$ cat src/rtl/head_ptr_lookup.sv
// head_ptr_lookup: reads each hashed command's bucket head pointer from an
// internal head-pointer RAM and passes command + head pointer downstream.
// Owns the head-pointer RAM: clears it after reset, applies head-table writes
// from the data-table engines and forwards them into in-flight/buffered lookups.
//
// Ports:
//   clk_i, rst_i (async, active-low)
//   task_*_i / task_ready_o     : hashed command input (valid/ready)
//   pdata_*_o / pdata_ready_i   : command + head pointer output (valid/ready)
//   ht_wr_*_i                   : head-table write port
//   clear_busy_o                : post-reset table clear in progress
module head_ptr_lookup #(
  parameter int unsigned KEY_WIDTH      = 32,
  parameter int unsigned VALUE_WIDTH    = 16,
  parameter int unsigned BUCKET_WIDTH   = 8,
  parameter int unsigned HEAD_PTR_WIDTH = 10,
  parameter int unsigned OUT_FIFO_DEPTH = 4
) (
  input  logic                      clk_i,
  input  logic                      rst_i,
  input  logic [1:0]                task_opcode_i,
  input  logic [KEY_WIDTH-1:0]      task_key_i,
  input  logic [VALUE_WIDTH-1:0]    task_value_i,
  input  logic [BUCKET_WIDTH-1:0]   task_bucket_i,
  input  logic                      task_valid_i,
  output logic                      task_ready_o,
  output logic [1:0]                pdata_opcode_o,
  output logic [KEY_WIDTH-1:0]      pdata_key_o,
  output logic [VALUE_WIDTH-1:0]    pdata_value_o,
  output logic [BUCKET_WIDTH-1:0]   pdata_bucket_o,
  output logic [HEAD_PTR_WIDTH-1:0] pdata_head_ptr_o,
  output logic                      pdata_head_ptr_val_o,
  output logic                      pdata_valid_o,
  input  logic                      pdata_ready_i,
  input  logic [BUCKET_WIDTH-1:0]   ht_wr_addr_i,
  input  logic [HEAD_PTR_WIDTH-1:0] ht_wr_data_ptr_i,
  input  logic                      ht_wr_data_ptr_val_i,
  input  logic                      ht_wr_en_i,
  output logic                      clear_busy_o
);

  localparam int unsigned TABLE_DEPTH = 1 << BUCKET_WIDTH;
  localparam int unsigned CLR_W       = BUCKET_WIDTH + 1;
  localparam int unsigned CNT_W       = $clog2(OUT_FIFO_DEPTH) + 1;
  localparam int unsigned FIFO_AW     = $clog2(OUT_FIFO_DEPTH);

  typedef struct packed {
    logic [1:0]              opcode;
    logic [KEY_WIDTH-1:0]    key;
    logic [VALUE_WIDTH-1:0]  value;
    logic [BUCKET_WIDTH-1:0] bucket;
  } cmd_t;

  typedef struct packed {
    logic                      ptr_val;
    logic [HEAD_PTR_WIDTH-1:0] ptr;
  } head_t;

  typedef enum logic {
    ST_CLEAR = 1'b0,
    ST_RUN   = 1'b1
  } state_t;

  // FSM / clear counter
  state_t           r_state;
  state_t           w_state_nxt;
  logic [CLR_W-1:0] r_clr_cnt;
  logic [CLR_W-1:0] w_clr_cnt_nxt;
  logic             r_clear_busy;
  logic             r_task_ready;

  // RAM ports
  head_t                   r_mem [TABLE_DEPTH];
  logic                    w_ram_we;
  logic [BUCKET_WIDTH-1:0] w_ram_addr;
  head_t                   w_ram_wdata;
  logic [BUCKET_WIDTH-1:0] r_rd_addr;
  head_t                   r_rd_data;

  // Lookup pipeline
  logic  r_s1_vld, r_s2_vld;
  cmd_t  r_s1_cmd, r_s2_cmd;
  logic  r_s1_ovr_vld, r_s2_ovr_vld;
  head_t r_s1_ovr, r_s2_ovr;
  head_t w_s2_head;

  // Output FIFO
  cmd_t               r_fifo_cmd  [OUT_FIFO_DEPTH];
  head_t              r_fifo_head [OUT_FIFO_DEPTH];
  logic [FIFO_AW-1:0] r_wr_ptr, r_rd_ptr;
  logic [CNT_W-1:0]   r_fifo_cnt;
  logic [CNT_W-1:0]   w_fifo_cnt_nxt;
  logic               r_pdata_valid;

  logic             w_accept;
  logic             w_pop;
  logic             w_ht_wr;
  head_t            w_wr_head;
  cmd_t             w_task_cmd;
  logic [CNT_W-1:0] w_occ;
  logic [CNT_W-1:0] w_occ_nxt;

  assign w_accept   = task_valid_i && r_task_ready;
  assign w_pop      = r_pdata_valid && pdata_ready_i;
  // Engine writes only take effect once the table clear has finished
  assign w_ht_wr    = ht_wr_en_i && (r_state == ST_RUN);
  assign w_wr_head  = '{ptr_val: ht_wr_data_ptr_val_i, ptr: ht_wr_data_ptr_i};
  assign w_task_cmd = '{opcode: task_opcode_i, key: task_key_i,
                        value: task_value_i, bucket: task_bucket_i};

  // Everything accepted and not yet popped: S1, S2 and FIFO entries
  assign w_occ          = r_fifo_cnt + CNT_W'(r_s1_vld) + CNT_W'(r_s2_vld);
  assign w_occ_nxt      = w_occ + CNT_W'(w_accept) - CNT_W'(w_pop);
  assign w_fifo_cnt_nxt = r_fifo_cnt + CNT_W'(r_s2_vld) - CNT_W'(w_pop);

  // Clear FSM next state and RAM write-port steering
  always_comb begin
    w_state_nxt   = r_state;
    w_clr_cnt_nxt = r_clr_cnt;
    w_ram_we      = 1'b0;
    w_ram_addr    = ht_wr_addr_i;
    w_ram_wdata   = w_wr_head;
    case (r_state)
      ST_CLEAR: begin
        w_ram_we      = 1'b1;
        w_ram_addr    = r_clr_cnt[BUCKET_WIDTH-1:0];
        w_ram_wdata   = '0;
        w_clr_cnt_nxt = r_clr_cnt + CLR_W'(1);
        // Counter MSB sets right after the last address has been written
        if (w_clr_cnt_nxt[BUCKET_WIDTH]) begin
          w_state_nxt = ST_RUN;
        end
      end
      ST_RUN: begin
        w_ram_we = w_ht_wr;
      end
      default: begin
        w_state_nxt = ST_CLEAR;
      end
    endcase
  end

  // FSM state, clear counter and handshake-side flags
  always_ff @(posedge clk_i or negedge rst_i) begin
    if (!rst_i) begin
      r_state      <= ST_CLEAR;
      r_clr_cnt    <= '0;
      r_clear_busy <= 1'b1;
      r_task_ready <= 1'b0;
    end else begin
      r_state      <= w_state_nxt;
      r_clr_cnt    <= w_clr_cnt_nxt;
      r_clear_busy <= (w_state_nxt == ST_CLEAR);
      r_task_ready <= (w_state_nxt == ST_RUN) && (w_occ_nxt < CNT_W'(OUT_FIFO_DEPTH));
    end
  end

  // Simple dual-port RAM, two-cycle read (address reg + data reg), old data on collision
  always_ff @(posedge clk_i) begin
    if (w_ram_we) begin
      r_mem[w_ram_addr] <= w_ram_wdata;
    end
    r_rd_addr <= task_bucket_i;
    r_rd_data <= r_mem[r_rd_addr];
  end

  // S2 result: a write this cycle beats a captured override, which beats RAM data
  always_comb begin
    w_s2_head = r_s2_ovr_vld ? r_s2_ovr : r_rd_data;
    if (w_ht_wr && (ht_wr_addr_i == r_s2_cmd.bucket)) begin
      w_s2_head = w_wr_head;
    end
  end

  // S1/S2 command stages with write-override capture
  always_ff @(posedge clk_i or negedge rst_i) begin
    if (!rst_i) begin
      r_s1_vld     <= 1'b0;
      r_s1_cmd     <= '0;
      r_s1_ovr_vld <= 1'b0;
      r_s1_ovr     <= '0;
      r_s2_vld     <= 1'b0;
      r_s2_cmd     <= '0;
      r_s2_ovr_vld <= 1'b0;
      r_s2_ovr     <= '0;
    end else begin
      r_s1_vld <= w_accept;
      if (w_accept) begin
        r_s1_cmd     <= w_task_cmd;
        r_s1_ovr_vld <= w_ht_wr && (ht_wr_addr_i == task_bucket_i);
        r_s1_ovr     <= w_wr_head;
      end
      r_s2_vld <= r_s1_vld;
      r_s2_cmd <= r_s1_cmd;
      if (w_ht_wr && (ht_wr_addr_i == r_s1_cmd.bucket)) begin
        r_s2_ovr_vld <= 1'b1;
        r_s2_ovr     <= w_wr_head;
      end else begin
        r_s2_ovr_vld <= r_s1_ovr_vld;
        r_s2_ovr     <= r_s1_ovr;
      end
    end
  end

  // Output FIFO; buffered entries are patched by matching head-table writes
  always_ff @(posedge clk_i or negedge rst_i) begin
    if (!rst_i) begin
      for (int unsigned i = 0; i < OUT_FIFO_DEPTH; i++) begin
        r_fifo_cmd[FIFO_AW'(i)]  <= '0;
        r_fifo_head[FIFO_AW'(i)] <= '0;
      end
      r_wr_ptr      <= '0;
      r_rd_ptr      <= '0;
      r_fifo_cnt    <= '0;
      r_pdata_valid <= 1'b0;
    end else begin
      for (int unsigned i = 0; i < OUT_FIFO_DEPTH; i++) begin
        if (w_ht_wr && (r_fifo_cmd[FIFO_AW'(i)].bucket == ht_wr_addr_i)) begin
          r_fifo_head[FIFO_AW'(i)] <= w_wr_head;
        end
      end
      // Push after the patch loop so a freshly pushed entry wins its slot
      if (r_s2_vld) begin
        r_fifo_cmd[r_wr_ptr]  <= r_s2_cmd;
        r_fifo_head[r_wr_ptr] <= w_s2_head;
        r_wr_ptr              <= r_wr_ptr + FIFO_AW'(1);
      end
      if (w_pop) begin
        r_rd_ptr <= r_rd_ptr + FIFO_AW'(1);
      end
      r_fifo_cnt    <= w_fifo_cnt_nxt;
      r_pdata_valid <= (w_fifo_cnt_nxt != '0);
    end
  end

  assign task_ready_o         = r_task_ready;
  assign clear_busy_o         = r_clear_busy;
  assign pdata_valid_o        = r_pdata_valid;
  assign pdata_opcode_o       = r_fifo_cmd[r_rd_ptr].opcode;
  assign pdata_key_o          = r_fifo_cmd[r_rd_ptr].key;
  assign pdata_value_o        = r_fifo_cmd[r_rd_ptr].value;
  assign pdata_bucket_o       = r_fifo_cmd[r_rd_ptr].bucket;
  assign pdata_head_ptr_o     = r_fifo_head[r_rd_ptr].ptr;
  assign pdata_head_ptr_val_o = r_fifo_head[r_rd_ptr].ptr_val;

  // Engine writes are not expected while the table is being cleared
  ap_no_wr_during_clear: assert property (@(posedge clk_i) disable iff (!rst_i)
    !(ht_wr_en_i && (r_state == ST_CLEAR)))
    else $error("ht_wr_en_i asserted during head-table clear");

endmodule
$ cat config.mk
export PLATFORM = sky130hd
export DESIGN_NAME = head_ptr_lookup
export DESIGN_NICKNAME = d
export VERILOG_FILES = /design/src/rtl/head_ptr_lookup.sv
export SDC_FILE = /design/constraint.sdc
export NUM_CORES = 2
export LEC_CHECK = 0
export BUFFER_PORTS_ARGS = -buffer_cell sky130_fd_sc_hd__buf_2
export CORE_UTILIZATION = 50
export CTS_CLUSTER_DIAMETER = 40
export CTS_CLUSTER_SIZE = 8
export DETAILED_ROUTE_END_ITERATION = 8
export PLACE_DENSITY = 0.77
export SETUP_SLACK_MARGIN = 0.2
export SYNTH_ARGS = -nofsm -noshare
export SYNTH_HDL_FRONTEND = slang
export SYNTH_SLANG_ARGS = --single-unit
export TNS_END_PERCENT = 1
$ cat constraint.sdc
create_clock -name clk_i -period 6.36 [get_ports clk_i]
set_input_delay 0.318 -clock clk_i [delete_from_list [all_inputs] [get_ports clk_i]]
set_output_delay 0.318 -clock clk_i [all_outputs]
set_load 0.01 [all_outputs]
==> results.md <==
* Main synth FF type: sky130_fd_sc_hd__edfxtp_1
* Average vias per placed instance at 6.48
* Dpl cells at 9486
* Number of standard-cell rows in the floorplan at 185
* Worst stage delay on the critical path at 1080 ps
* Time the worst path needs with I/O delays and setup at 4430 ps
* Number of distinct library cell variants in the gate-level netlist after synthesis at 66
* Final-report setup violation count at 0
* GRT met2 Usage at 0.392
* WL final at 323 mm
* Number of clock sinks at 3273
* Nets@finish at 6774
* Internal power consumption at 37900 µW
* Final Max Tran Viols at 172
* CTS tree: built
* Async SR Flop Fraction at 0.134
* Met1 demand-to-capacity share in global routing at 0.328
* Starting utilization of the core area at 0.504
* Setup repair after global routing missed its margin: no
* Buf+Inv Stages, Crit Path at 0
* Largest net degree at the start of global routing at 213
* Seq pwr share at 0.488
* Crit end category: flip-flop
* Worst-margin pin slew at 1750 ps
* Part of the power in the clock network at 0.480
* Growth of design area from synthesis to finish at 14.4%
* Worst path slowest cell: sky130_fd_sc_hd__a211oi_1
* Synth warnings at 0
* Violations in the final reports: max-slew violations
* First-pass iteration count of the detailed router at 6
* Final hold violation count at 0
* Critical-path maximum fanout at 51
* Setup crit start kind: flip-flop
* Clk buf depth at 4
* Clock tree root buffer cell: sky130_fd_sc_hd__clkbuf_16
* Gate power share at 0.031
* Family with the most delay on the worst path: compound AO/OA/AOI/OAI gates
* Vertical die dimension at 508 µm
* Post-Synthesis Cells at 6194
* Share of the clock period used by the worst path at 0.697
* IO buf count at 153
* Die Width at 508 µm
* Avg Synthesized Cell Area at 20.7 µm²
* Power per cell area at 326 nW/µm²
* Core Area at 254000 µm²
* Clock-pin slew on the worst setup and hold paths at 50 ps
* DRC violations left at 0
* Cell area after synthesis at 128000 µm²
* Most Crowded Layer GR: met2
* Die ar. at 258000 µm²
* Post-synthesis sequential element count at 3273
* Data arrival, critical path at 5260 ps
* Max-cap violations at 0
* Total CTS buffers at 485
* Cell Count, Final, Fillers Out at 10200
* Antenna-violating nets left at 0
* Fraction of layout instances using a drive strength above 1 at 0.288
* Post-layout utilization of the core at 0.576
* Iter 0 DRT Violations at 8396
* Wire length of the first global-routing pass at 469 mm
* Total vias in the final route at 66300
* Power dissipated by switching net loads at 9810 µW
* Overflow left after global routing at 0
* Num ports at 154
* Maximum ir drop on the vdd rail at 0.320 mV
* All-layer global routing usage at 0.250
* Sequential cell area fraction in the yosys report at 0.749
* Max_slew headroom at -0.165
* Number of global-route vias before repair at 67900
* Net Sw Frac at 0.206
* Top library cells by usage in the layout, fill and taps aside: sky130_fd_sc_hd__edfxtp_1 (2816), sky130_fd_sc_hd__mux4_2 (723), sky130_fd_sc_hd__clkbuf_16 (491), sky130_fd_sc_hd__dfrtp_1 (435), sky130_fd_sc_hd__mux2_2 (361)
* Critical Setup Path Class: reg -> reg
* Critical path data required time at 7190 ps
* Leakage power of the design at 0.0429 µW
* Max H-tree Level at 5
* Worst skew pair latency at 980 ps
* Met3 track demand over resource at 0.0682
* Aggregate negative setup slack at 0 ps
* EDFF count, synth at 2816
* List of cells traversed by the critical path: nand2b_2 -> o221ai_1 -> nand2_1 -> a21oi_1 -> a211oi_1 -> a31o_1 -> a211oi_2
* Antenna violations before repair at 14
* Most frequent standard cell in the layout excluding fill and tap cells: sky130_fd_sc_hd__edfxtp_1
* Outcome: finished with violations
* Highest achievable clock rate at 226 MHz
* Per-cell routed wire length at 31.6 µm
* Syn Nets at 6288
* Post-detailed-placement half-perimeter wirelength at 174 mm
* Fill cell total of the finished layout at 17300
* Hold WC Path Type: in -> async
* Post-Route Skew at 65.7 ps
* Weighted congestion reported at the end of routability-driven placement at 0.893
metrics by stage:
step | cell area, µm² | power, µW | hold slack [ps] | setup slack, ps
6_report | 146000 | 47700 | 41.6 | 1930
5_1_grt | 146000 | 48700 | 86.4 | 1770
4_1_cts | 146000 | 47800 | 22.7 | 1980
3_5_place_dp | 132000 | 25100 | 357 | 2060
3_3_place_gp | 132000 | 25100 | 355 | 2190
2_1_floorplan | 128000 | 24600 | 22.4 | 1150
kinds of logic (layout without fill, tap and decap cells):
| kind of cell | Yosys count | count (layout) | synth area share |
|---|---|---|---|
| AO/OA/AOI/OAI | 511 | 511 | 0.0284 |
| XOR/XNOR | 71 | 71 | 0.00486 |
| adder cells (fa/ha/maj) | 12 | 12 | 0.00129 |
| buffers and inverters | 390 | 1047 | 0.0179 |
| flip-flops | 3273 | 3273 | 0.749 |
| multiplexers | 1310 | 1310 | 0.178 |
| other | 0 | 13 | 0 |
| AND/OR/NAND/NOR | 627 | 627 | 0.0204 |
worst paths after layout:
check	slack (ps)	cells after the start	endpoint	from
worst max-delay path	1930	7	r_rd_data[3]	r_rd_addr[1]
max in group asynchronous	4870	3	task_ready_o	rst_i
worst min-delay path	40	2	r_fifo_cmd[205]	rst_i
worst max register to register	1930	7	r_rd_data[3]	r_rd_addr[1]
min in group clk_i	100	3	r_s1_cmd[15]	task_value_i[7]
worst min register to register	360	0	r_s2_cmd[30]	r_s1_cmd[30]
worst register-to-register path: cells and delay by family (launching register included):
family	cells	cell delay, ps
AO/OA/AOI/OAI	5	2090
flip-flops	1	990
AND/OR/NAND/NOR	2	1200
cell type report:
cell class,count,area [µm²],area share
repair buffers,364,2860,0.0195
multi-input cells,2531,29900,0.204
inverters,25,97.6,0.000666
clock inverters,61,648,0.00443
well taps,3366,4210,0.0288
diodes,13,32.5,0.000222
clock buffers,597,12800,0.0873
flip-flops and latches,3273,95900,0.655
synthesized netlist by cell type, drive strengths merged (19+ instances only):
library cell     n  area, µm²
mux4           731      16500
o221ai          77        724
nand2          193        724
nor3            25        125
nand3           19       95.1
inv             24       90.1
o22ai           32        200
a22o            26        228
a22oi           73        548
mux2           361       4070
o21ai           74        370
nor2           316       1200
edfxtp        2816      84600
dfrtp          437      10900
xnor2           57        499
buf            199       1580
clkbuf         166        623
mux2i          218       2180
a211oi          34        285
dfxtp           19        380
a21oi          107        536
timing repair:
action / CTS / global route
buffers inserted: 0 / 0
resized for setup: 0 / 0
hold buffers: 73 / 0
hold endpoints to repair: 272 / 0
registers in the layout, indices dropped and copies added (netlist names), 2 cells and up:
register	flops
r_rd_ptr	2
r_fifo_cmd	232
r_clr_cnt	9
r_wr_ptr	2
r_s1_cmd	58
r_rd_data	11
r_fifo_cnt	3
r_s1_ovr	11
r_fifo_head	44
r_s2_cmd	58
r_s2_ovr	11
r_mem	2816
r_rd_addr	8
power groups by stage:
stage          registers, µW  clock network, µW  logic [µW]
6_report               23300              22900        1490
5_1_grt                23300              23900        1580
4_1_cts                23300              23000        1490
3_5_place_dp           23700                  0        1440
3_3_place_gp           23700                  0        1420
2_1_floorplan          23500                  0        1130
per-layer routing:
metal | up-vias | share of wire
li1 | 26300 | -
met1 | 34500 | 0.37
met2 | 4609 | 0.47
met3 | 893 | 0.11
met4 | 18 | 0.046
met5 | - | 0.00042
Power figures use the tool's default switching activity.
